File: src/rtl/bus_arb_pkg.sv
// Shared types and constants for the bus arbiter.
//   arb_state_e     : arbiter FSM state encoding
//   TIMEOUT_DEFAULT : default response-timeout cycle count
package bus_arb_pkg;

    typedef enum logic [1:0] {
        ST_IDLE  = 2'd0,
        ST_REQ   = 2'd1,
        ST_WAIT  = 2'd2,
        ST_DRAIN = 2'd3
    } arb_state_e;

    localparam int TIMEOUT_DEFAULT = 256;

endpackage

File: src/rtl/bus_arbiter_rr_picker.sv
// Combinational round-robin picker.
// Ports:
//   req   : per-channel request vector
//   ptr   : channel index where the search starts (highest priority)
//   grant : one-hot grant of the selected channel (all zero if no request)
//   idx   : binary index of the selected channel
//   any   : at least one request present
module rr_picker #(
    parameter int NUM_CH = 2,
    parameter int IDX_W  = 1
) (
    input  logic [NUM_CH-1:0] req,
    input  logic [IDX_W-1:0]  ptr,
    output logic [NUM_CH-1:0] grant,
    output logic [IDX_W-1:0]  idx,
    output logic              any
);

    // Two passes instead of a modulo walk: first channels at or above ptr,
    // then wrap to the ones below it.
    always_comb begin
        grant = '0;
        idx   = '0;
        any   = 1'b0;
        for (int i = 0; i < NUM_CH; i++) begin
            if (!any && req[i] && (i >= int'(ptr))) begin
                any      = 1'b1;
                grant[i] = 1'b1;
                idx      = IDX_W'(i);
            end
        end
        for (int i = 0; i < NUM_CH; i++) begin
            if (!any && req[i]) begin
                any      = 1'b1;
                grant[i] = 1'b1;
                idx      = IDX_W'(i);
            end
        end
    end

endmodule

File: src/rtl/bus_arbiter.sv
// N-channel round-robin arbiter onto a single downstream request/response
// port, with at most one downstream transaction outstanding.
// Ports:
//   clk, rst                     : clock, synchronous active-high reset
//   clear                        : flush, aborts outstanding work
//   req_valid/req_ready          : per-channel request handshake
//   req_addr/req_we/req_wdata    : packed per-channel request payload
//   resp_valid/resp_data/resp_err: per-channel response pulse, shared data
//   m_req_valid/m_req_ready      : downstream request handshake
//   m_addr/m_we/m_wdata          : downstream payload
//   m_resp_valid/m_resp_data     : downstream response
// Build option: define BUS_ARB_TIMEOUT_EN to enable the response timeout.
//
// state    | meaning
// ---------+-----------------------------------------------------------
// ST_IDLE  | pick a requester, latch its payload
// ST_REQ   | m_req_valid held until downstream accepts
// ST_WAIT  | waiting for the downstream response for the granted channel
// ST_DRAIN | flushed; swallow the pending downstream response
module bus_arbiter
    import bus_arb_pkg::*;
#(
    parameter int NUM_CH  = 2,
    parameter int ADDR_W  = 64,
    parameter int DATA_W  = 64,
    parameter int TIMEOUT = TIMEOUT_DEFAULT
) (
    input  logic                     clk,
    input  logic                     rst,
    input  logic                     clear,
    input  logic [NUM_CH-1:0]        req_valid,
    output logic [NUM_CH-1:0]        req_ready,
    input  logic [NUM_CH*ADDR_W-1:0] req_addr,
    input  logic [NUM_CH-1:0]        req_we,
    input  logic [NUM_CH*DATA_W-1:0] req_wdata,
    output logic [NUM_CH-1:0]        resp_valid,
    output logic [DATA_W-1:0]        resp_data,
    output logic                     resp_err,
    output logic                     m_req_valid,
    input  logic                     m_req_ready,
    output logic [ADDR_W-1:0]        m_addr,
    output logic                     m_we,
    output logic [DATA_W-1:0]        m_wdata,
    input  logic                     m_resp_valid,
    input  logic [DATA_W-1:0]        m_resp_data
);

    localparam int IDX_W = (NUM_CH > 1) ? $clog2(NUM_CH) : 1;

    arb_state_e        state_q, state_d;
    logic [IDX_W-1:0]  rr_ptr_q, rr_ptr_d;
    logic [IDX_W-1:0]  gnt_idx_q, gnt_idx_d;
    logic [ADDR_W-1:0] addr_q, addr_d;
    logic              we_q, we_d;
    logic [DATA_W-1:0] wdata_q, wdata_d;
    logic              m_req_valid_q, m_req_valid_d;
    logic [NUM_CH-1:0] resp_valid_q, resp_valid_d;
    logic [DATA_W-1:0] resp_data_q, resp_data_d;
    logic              resp_fire;

    logic [NUM_CH-1:0] pick_grant;
    logic [IDX_W-1:0]  pick_idx;
    logic              pick_any;

`ifdef BUS_ARB_TIMEOUT_EN
    localparam int CNT_W = (TIMEOUT > 2) ? $clog2(TIMEOUT) : 1;
    logic [CNT_W-1:0] cnt_q, cnt_d;
    logic             resp_err_q, resp_err_d;
    logic             timed_out;
    assign timed_out = (cnt_q == CNT_W'(TIMEOUT - 1));
    assign resp_err  = resp_err_q;
`else
    logic [31:0] unused_timeout;
    assign unused_timeout = 32'(TIMEOUT);
    assign resp_err       = 1'b0;
`endif

    rr_picker #(
        .NUM_CH (NUM_CH),
        .IDX_W  (IDX_W)
    ) u_rr_picker (
        .req   (req_valid),
        .ptr   (rr_ptr_q),
        .grant (pick_grant),
        .idx   (pick_idx),
        .any   (pick_any)
    );

    // Accept is combinational so the requester sees it in the same IDLE cycle.
    assign req_ready   = (state_q == ST_IDLE && !clear) ? pick_grant : '0;
    assign resp_valid  = resp_valid_q;
    assign resp_data   = resp_data_q;
    assign m_req_valid = m_req_valid_q;
    assign m_addr      = addr_q;
    assign m_we        = we_q;
    assign m_wdata     = wdata_q;

    always_comb begin
        state_d       = state_q;
        rr_ptr_d      = rr_ptr_q;
        gnt_idx_d     = gnt_idx_q;
        addr_d        = addr_q;
        we_d          = we_q;
        wdata_d       = wdata_q;
        m_req_valid_d = m_req_valid_q;
        resp_valid_d  = '0;
        resp_data_d   = resp_data_q;
        resp_fire     = 1'b0;
`ifdef BUS_ARB_TIMEOUT_EN
        resp_err_d    = resp_err_q;
`endif
        case (state_q)
            ST_IDLE: begin
                if (!clear && pick_any) begin
                    gnt_idx_d = pick_idx;
                    for (int i = 0; i < NUM_CH; i++) begin
                        if (pick_grant[i]) begin
                            addr_d  = req_addr[i*ADDR_W +: ADDR_W];
                            we_d    = req_we[i];
                            wdata_d = req_wdata[i*DATA_W +: DATA_W];
                        end
                    end
                    if (pick_idx == IDX_W'(NUM_CH - 1)) rr_ptr_d = '0;
                    else                                rr_ptr_d = pick_idx + IDX_W'(1);
                    m_req_valid_d = 1'b1;
                    state_d       = ST_REQ;
                end
            end
            ST_REQ: begin
                if (m_req_ready) begin
                    m_req_valid_d = 1'b0;
                    state_d       = clear ? ST_DRAIN : ST_WAIT;
                end else if (clear) begin
                    m_req_valid_d = 1'b0;
                    state_d       = ST_IDLE;
                end
            end
            ST_WAIT: begin
                if (m_resp_valid) begin
                    state_d = ST_IDLE;
                    if (!clear) begin
                        resp_fire   = 1'b1;
                        resp_data_d = m_resp_data;
`ifdef BUS_ARB_TIMEOUT_EN
                        resp_err_d  = 1'b0;
`endif
                    end
                end else if (clear) begin
                    state_d = ST_DRAIN;
                end
`ifdef BUS_ARB_TIMEOUT_EN
                else if (timed_out) begin
                    state_d     = ST_IDLE;
                    resp_fire   = 1'b1;
                    resp_data_d = '0;
                    resp_err_d  = 1'b1;
                end
`endif
            end
            ST_DRAIN: begin
                if (m_resp_valid) state_d = ST_IDLE;
`ifdef BUS_ARB_TIMEOUT_EN
                else if (timed_out) state_d = ST_IDLE;
`endif
            end
            default: state_d = ST_IDLE;
        endcase

        if (resp_fire) begin
            for (int i = 0; i < NUM_CH; i++) begin
                resp_valid_d[i] = (gnt_idx_q == IDX_W'(i));
            end
        end

`ifdef BUS_ARB_TIMEOUT_EN
        // Restart on every entry to WAIT/DRAIN (including WAIT -> DRAIN).
        if (state_d != state_q && (state_d == ST_WAIT || state_d == ST_DRAIN))
            cnt_d = '0;
        else if (state_q == ST_WAIT || state_q == ST_DRAIN)
            cnt_d = cnt_q + CNT_W'(1);
        else
            cnt_d = cnt_q;
`endif
    end

    always_ff @(posedge clk) begin
        if (rst) begin
            state_q       <= ST_IDLE;
            rr_ptr_q      <= '0;
            gnt_idx_q     <= '0;
            addr_q        <= '0;
            we_q          <= 1'b0;
            wdata_q       <= '0;
            m_req_valid_q <= 1'b0;
            resp_valid_q  <= '0;
            resp_data_q   <= '0;
`ifdef BUS_ARB_TIMEOUT_EN
            resp_err_q    <= 1'b0;
            cnt_q         <= '0;
`endif
        end else begin
            state_q       <= state_d;
            rr_ptr_q      <= rr_ptr_d;
            gnt_idx_q     <= gnt_idx_d;
            addr_q        <= addr_d;
            we_q          <= we_d;
            wdata_q       <= wdata_d;
            m_req_valid_q <= m_req_valid_d;
            resp_valid_q  <= resp_valid_d;
            resp_data_q   <= resp_data_d;
`ifdef BUS_ARB_TIMEOUT_EN
            resp_err_q    <= resp_err_d;
            cnt_q         <= cnt_d;
`endif
        end
    end

endmodule

File: config.mk
export PLATFORM = sky130hd
export DESIGN_NAME = bus_arbiter
export DESIGN_NICKNAME = d
export VERILOG_FILES = /design/src/rtl/bus_arb_pkg.sv /design/src/rtl/bus_arbiter_rr_picker.sv /design/src/rtl/bus_arbiter.sv
export SDC_FILE = /design/constraint.sdc
export NUM_CORES = 1
export LEC_CHECK = 0
export CORE_AREA = 5 5 201 203
export CTS_CLUSTER_DIAMETER = 60
export CTS_CLUSTER_SIZE = 16
export DETAILED_ROUTE_END_ITERATION = 12
export DIE_AREA = 0 0 206 208
export GPL_TIMING_DRIVEN = 0
export PLACE_DENSITY = 0.66
export SLEW_MARGIN = 30
export SYNTH_ARGS = -nofsm -noshare
export SYNTH_HDL_FRONTEND = slang
export SYNTH_HIERARCHICAL = 1
export SYNTH_SLANG_ARGS = --single-unit
File: constraint.sdc
create_clock -name clk -period 1.54 [get_ports clk]
set_input_delay 0.308 -clock clk [delete_from_list [all_inputs] [get_ports clk]]
set_output_delay 0.308 -clock clk [all_outputs]
set_load 0.1 [all_outputs]
# Word level (Yosys, flattened, before mapping)
# Index checks and enable logic that the tools add are counted.
classes:
  n_lt_le_gt_ge: 1
  bitwise: 3
  n_mux: 32
  eq_ne: 7
  n_reduce_logical: 19
  add_sub_neg: 1
ops:
  columns: ["op", "n"]
  rows:
  - ["64-bit two-way mux", 4]
  - ["1-bit two-way mux", 19]
  - ["2-bit two-way mux", 7]
  - ["3-bit AND reduction", 3]
  - ["2-bit case mux with 4 select lines", 1]
  - ["1-bit logical AND", 6]
  - ["3-bit inequality test, second input constant", 2]
  - ["2-bit equality test, second input constant", 2]
  - ["1-bit zero test", 4]
  - ["4-bit AND reduction", 1]
  - ["2-bit nonzero test", 2]
  - ["1-bit inverter", 3]
  - ["2-bit by 1-bit equality test with 1-bit output, second input constant", 1]
  - ["2-bit zero test", 1]
  - ["2-bit by 1-bit inequality test with 1-bit output, second input constant", 1]
  - ["2-bit inequality test, second input constant", 1]
  - ["1-bit case mux with 2 select lines", 1]
  - ["2-bit AND reduction", 1]
  - ["2-bit OR reduction", 1]
  - ["1-bit adder, second input constant", 1]
  - ["1-bit greater-or-equal comparator, first input constant", 1]
word_totals:
  inputBits: 329
  reg_bits: 200

# Logic depth before layout (Yosys ltp)
depth:
  ltp_word: 15
  mapped_depth: 9
  mapped_depth_nobuf: 5

# Hierarchy
# The synthesis kept the hierarchy.
by_module_without_submodules:
  columns: ["mod", "n_inst", "area_each_um2", "cells_per_inst", "seq_area_each_um2"]
  rows:
  - ["bus_arbiter", 1, 8381.8, 910, 4003.8]
  - ["rr_picker", 1, 32.5, 5, 0.0]

# Worst setup path after synthesis
# Ideal clock, no wire load.
synth_path:
  path_type: "register -> output"
  startpoint: "register rr_ptr_q"
  endpoint: "output port req_ready[1]"
  required_ps: 1232
  stages_incl_launch_ff: 7
  setup_slack_ps: -680
  arrival_time_ps: 1912
  path_cell_list: "dfxtp_1 inv_1 a21boi_1 buf_2 clkbuf_1 buf_2 and2_1"
synth_between:
  elab_chain_cells: 13
  elab_cells_between_ends: 14
  cone_classes: "1 x order compare; 6 x mux; 7 x reduce/logical"
synth_rtl:
  columns: ["element", "line", "text"]
  rows:
  - ["start: declaration", "bus_arbiter.sv:51", "logic [IDX_W-1:0] rr_ptr_q, rr_ptr_d;"]
  - ["start signal: assignment", "bus_arbiter.sv:203", "rr_ptr_q <= rr_ptr_d;"]
  - ["1-bit greater-or-equal comparator (*)", "bus_arbiter_rr_picker.sv:26", "if (!any && req[i] && (i >= int'(ptr))) begin"]
  - ["1-bit logical AND (*)", "bus_arbiter_rr_picker.sv:26", null]
  - ["1-bit two-way mux (*)", "bus_arbiter_rr_picker.sv:26", null]
  - ["1-bit zero test", "bus_arbiter_rr_picker.sv:26", null]
  - ["1-bit logical AND", "bus_arbiter_rr_picker.sv:26", null]
  - ["1-bit two-way mux", "bus_arbiter_rr_picker.sv:26", null]
  - ["1-bit zero test", "bus_arbiter_rr_picker.sv:33", "if (!any && req[i]) begin"]
  - ["1-bit logical AND", "bus_arbiter_rr_picker.sv:33", null]
  - ["1-bit two-way mux", "bus_arbiter_rr_picker.sv:33", null]
  - ["1-bit zero test", "bus_arbiter_rr_picker.sv:33", null]
  - ["1-bit logical AND", "bus_arbiter_rr_picker.sv:33", null]
  - ["1-bit two-way mux (*)", "bus_arbiter_rr_picker.sv:33", null]
  - ["via pick_grant[1]", "bus_arbiter.sv:61", "logic [NUM_CH-1:0] pick_grant;"]
  - ["2-bit two-way mux (*)", "bus_arbiter.sv:90", "assign req_ready = (state_q == ST_IDLE && !clear) ? pick_grant : '0;"]
  - ["end: declaration", "bus_arbiter.sv:32", "output logic [NUM_CH-1:0] req_ready,"]
# The timed path passes the listed nets; every way through them passes the cells marked *.

# Final worst setup path
# Ends and elaborated chain as after synthesis.

==> impl_metrics.yaml <==
power_and_ir_drop:
  finalPower_uw: 17810
  combPwrFrac: 0.411
  p_sw_uw: 7007
  switching_share: 0.3934
  ir_drop_uv: 722.2
  p_leak_uw: 0.006623
  internal_power_uw: 10800
  power_frac_clock: 0.262
  power_density_nw_per_um2: 989.4
  p_seq_frac: 0.327
global_routing:
  grt_pass1_vias: 9516
  antenna_found_initial: 4
  grt_max_degree: 18
  grt_pass1_wl_mm: 58.97
  grt-ovfl-total: 0
  track_usage: 0.1796
outcome:
  violations: "setup timing"
  outcome: "complete, but fails checks"
synth:
  syn_area_um2: 8414
  synth_fp_nets: 1244
  async_flop_share: 0
  synth_xor_area_frac: 0.001041
  synthMuxAreaShare: 0.1535
  syn_area_per_cell_um2: 9.196
  synth-seq-cells: 200
  yosys_most_used_dff: "dfxtp_1"
  yosysSeqAreaShare: 0.4758
  synth_top_cell_by_area: "dfxtp_1"
  synth_compound_area_frac: 0.2393
  yosysTopAreaCellShare: 0.4758
  yosysMostFrequentCell: "dfxtp_1"
  ys_top_cells_by_count: "dfxtp_1, a21oi_1, nand2_1"
  synth_simple_gate_area_share: 0.07405
  synth_fa_ha_area_frac: 0
  yosys-top-cells-area: "dfxtp_1, mux2i_1, a21oi_1, a211oi_1, nand2_1"
  yosysWarnings: 6
  synth_top_family_by_area: "compound AO/OA/AOI/OAI gates"
  synth_edf_count: 0
  synth.distinct_cells: 29
  synth_cells: 915
final_layout:
  final_area_um2: 18000
  final_core_util: 0.4702
  nFillCells: 3588
  syn_to_final_growth_pct: 113.9
  nets: 1839
  drive_gt1_frac: 0.4268
clock_tree:
  cts_sinks: 200
  ctsRootBufferMaster: "clkbuf_16"
  postCtsHoldBufs: 0
  cts-htree-levels: 4
  clk_latency_ns: 0.45
  cts_tree: "built"
  numCtsBuffers: 17
  clockBufferDepth: 2
  clk_pin_slew_ns: 0.08
routing:
  via_count: 9533
  via_per_inst: 4.664
  drtIter0Drc: 417
  wirelength_mm: 44.64
  drc: 0
  firstDrtPassIters: 5
  ant_nets: 0
  routedWlPerCell_um: 21.84
timing:
  period_share: 1.230
  tightest_slew_ns: 1.014
  fin_crit_ns: 1.894
  clock_skew_ns: 0.008715
  finalHoldViolCount: 0
  finalSetupViolCount: 126
  setup_ws_ns: -0.3536
  rsz0062_at_grt: "yes"
  max_freq_mhz: 528.1
  maxSlewHeadroom: 0.3241
  drv_slew: 0
die:
  placementRows: 72
  core_area_um2: 38290
  dieHeight_um: 208
  initial_core_util: 0.2198
  die_w_um: 206
  io_pins: 528
  die-area_um2: 42850
worst_hold_path:
  hold_path.class: "primary input to flip-flop"
  hold_path_depth: 3
place:
  numPortBuffers: 524
  place_hpwl_mm: 31.19
  gp_congestion: 0.8528
  place_area_um2: 14400
setup_path:
  r2r_slack_ns: -0.21
  crit_chain: "inv_2 > a21boi_4 > clkbuf_16 > buf_16 > and2_4 > buf_12"
  slowest_stage: "dfxtp_2"
  r2r_start: "rr_ptr_q"
  crit_fanout: 3
  path_buf_inv: 4
  required_ns: 1.23
  path_class: "flip-flop to primary output"
  endpoint: "req_ready[1]"
  cp.arrival_ns: 1.59
  crit_path_end_kind: "primary output"
  reg2reg_depth: 7
  max_stage_delay_ns: 0.34
  r2r-end: "m_wdata[40]"
  crit_family: "buffers and inverters"
  critPathLaunchType: "flip-flop"
  cp-startpoint: "rr_ptr_q"
  path_depth: 6
flow_run:
  maxCapViolCount: 0
[kinds of logic after synthesis]
logic type	Yosys count
compound gates	335
flops	200
simple gates	148
mux	129
buf+inv	101
xor+xnor	1
other cells	1
[power groups by stage]
| stage | registers, uW | logic (uW) | clock network (uW) |
|---|---|---|---|
| floorplan | 8140 | 1310 | 0 |
| global placement | 5800 | 5660 | 0 |
| detailed placement | 5810 | 5660 | 0 |
| CTS | 5730 | 6030 | 4760 |
| global route | 5860 | 7560 | 4990 |
| finish | 5830 | 7310 | 4670 |
[cell type report]
type	instances	area [um^2]	share of cell area
Tap cell	518	648.1	0.03600
Clock buffer	19	442.9	0.02460
Clock inverter	13	146.4	0.008132
Sequential cell	200	4013	0.2229
Timing Repair Buffer	579	5753	0.3196
Multi-Input combinational cell	614	5821	0.3233
Inverter	3	11.26	0.0006255
Antenna cell	3	7.507	0.0004170
Buffer	95	1160	0.06443
[tightest hold or removal path, cell delays in order]
cell and delay, ns:
buf_2 0.19, o22ai_1 0.15, a21oi_1 0.08
[cell usage in the layout, fill, tap and decap left out, types with 43 or more instances in the layout]
master / instances
a21oi_4: 73
buf_4: 200
dfxtp_1: 197
mux2i_1: 82
nand2_1: 129
a21oi_2: 43
a211oi_2: 109
a21oi_1: 83
clkdlybuf4s50_1: 324
clkbuf_16: 48
[through the flow]
stage	worst slack (ns)	std cells	TNS [ns]	hold WS, ns
after floorplan	-0.1819	915	-0.6290	0.4163
after global placement	-2.555	1957	-243.88	0.4417
after detailed placement	-2.113	1957	-195.95	0.4394
after CTS	-0.4089	2001	-30.33	0.2472
after global routing	-0.4429	2044	-28.58	0.3347
final	-0.3536	2044	-18.37	0.3183
[worst min path at each step]
stage	end	slack, ns	from
2_1_floorplan	resp_valid[0]	0.42	gnt_idx_q
3_3_place_gp	resp_data[48]	0.44	resp_data[48]
3_5_place_dp	resp_valid[0]	0.44	gnt_idx_q
4_1_cts	state_q[0]	0.25	clear
5_1_grt	state_q[0]	0.33	clear
6_report	state_q[0]	0.32	clear
[registers in the layout (all words and copies together), names as in the netlist]
register     count
m_wdata         64
resp_data       64
gnt_idx_q        1
m_we             1
resp_valid       2
rr_ptr_q         1
m_addr          64
m_req_valid      1
state_q          2
[timing repair]
item,CTS,global route
pin swaps,14,86
buffers inserted,8,15
gates cloned,6,26
resized for setup,1304,411
endpoints found under the setup margin,389,201
endpoints found under the hold margin,0,0
[per-layer routing]
metal | vias up | track usage | part of all wire
met3 | 45 | 0.05652 | 0.072
met5 | - | 0 | 0.00034
met2 | 374 | 0.3195 | 0.51
li1 | 4497 | - | -
met1 | 4615 | 0.2058 | 0.39
met4 | 2 | 0.05140 | 0.022
No activity file was read; power rests on OpenSTA's default activity.
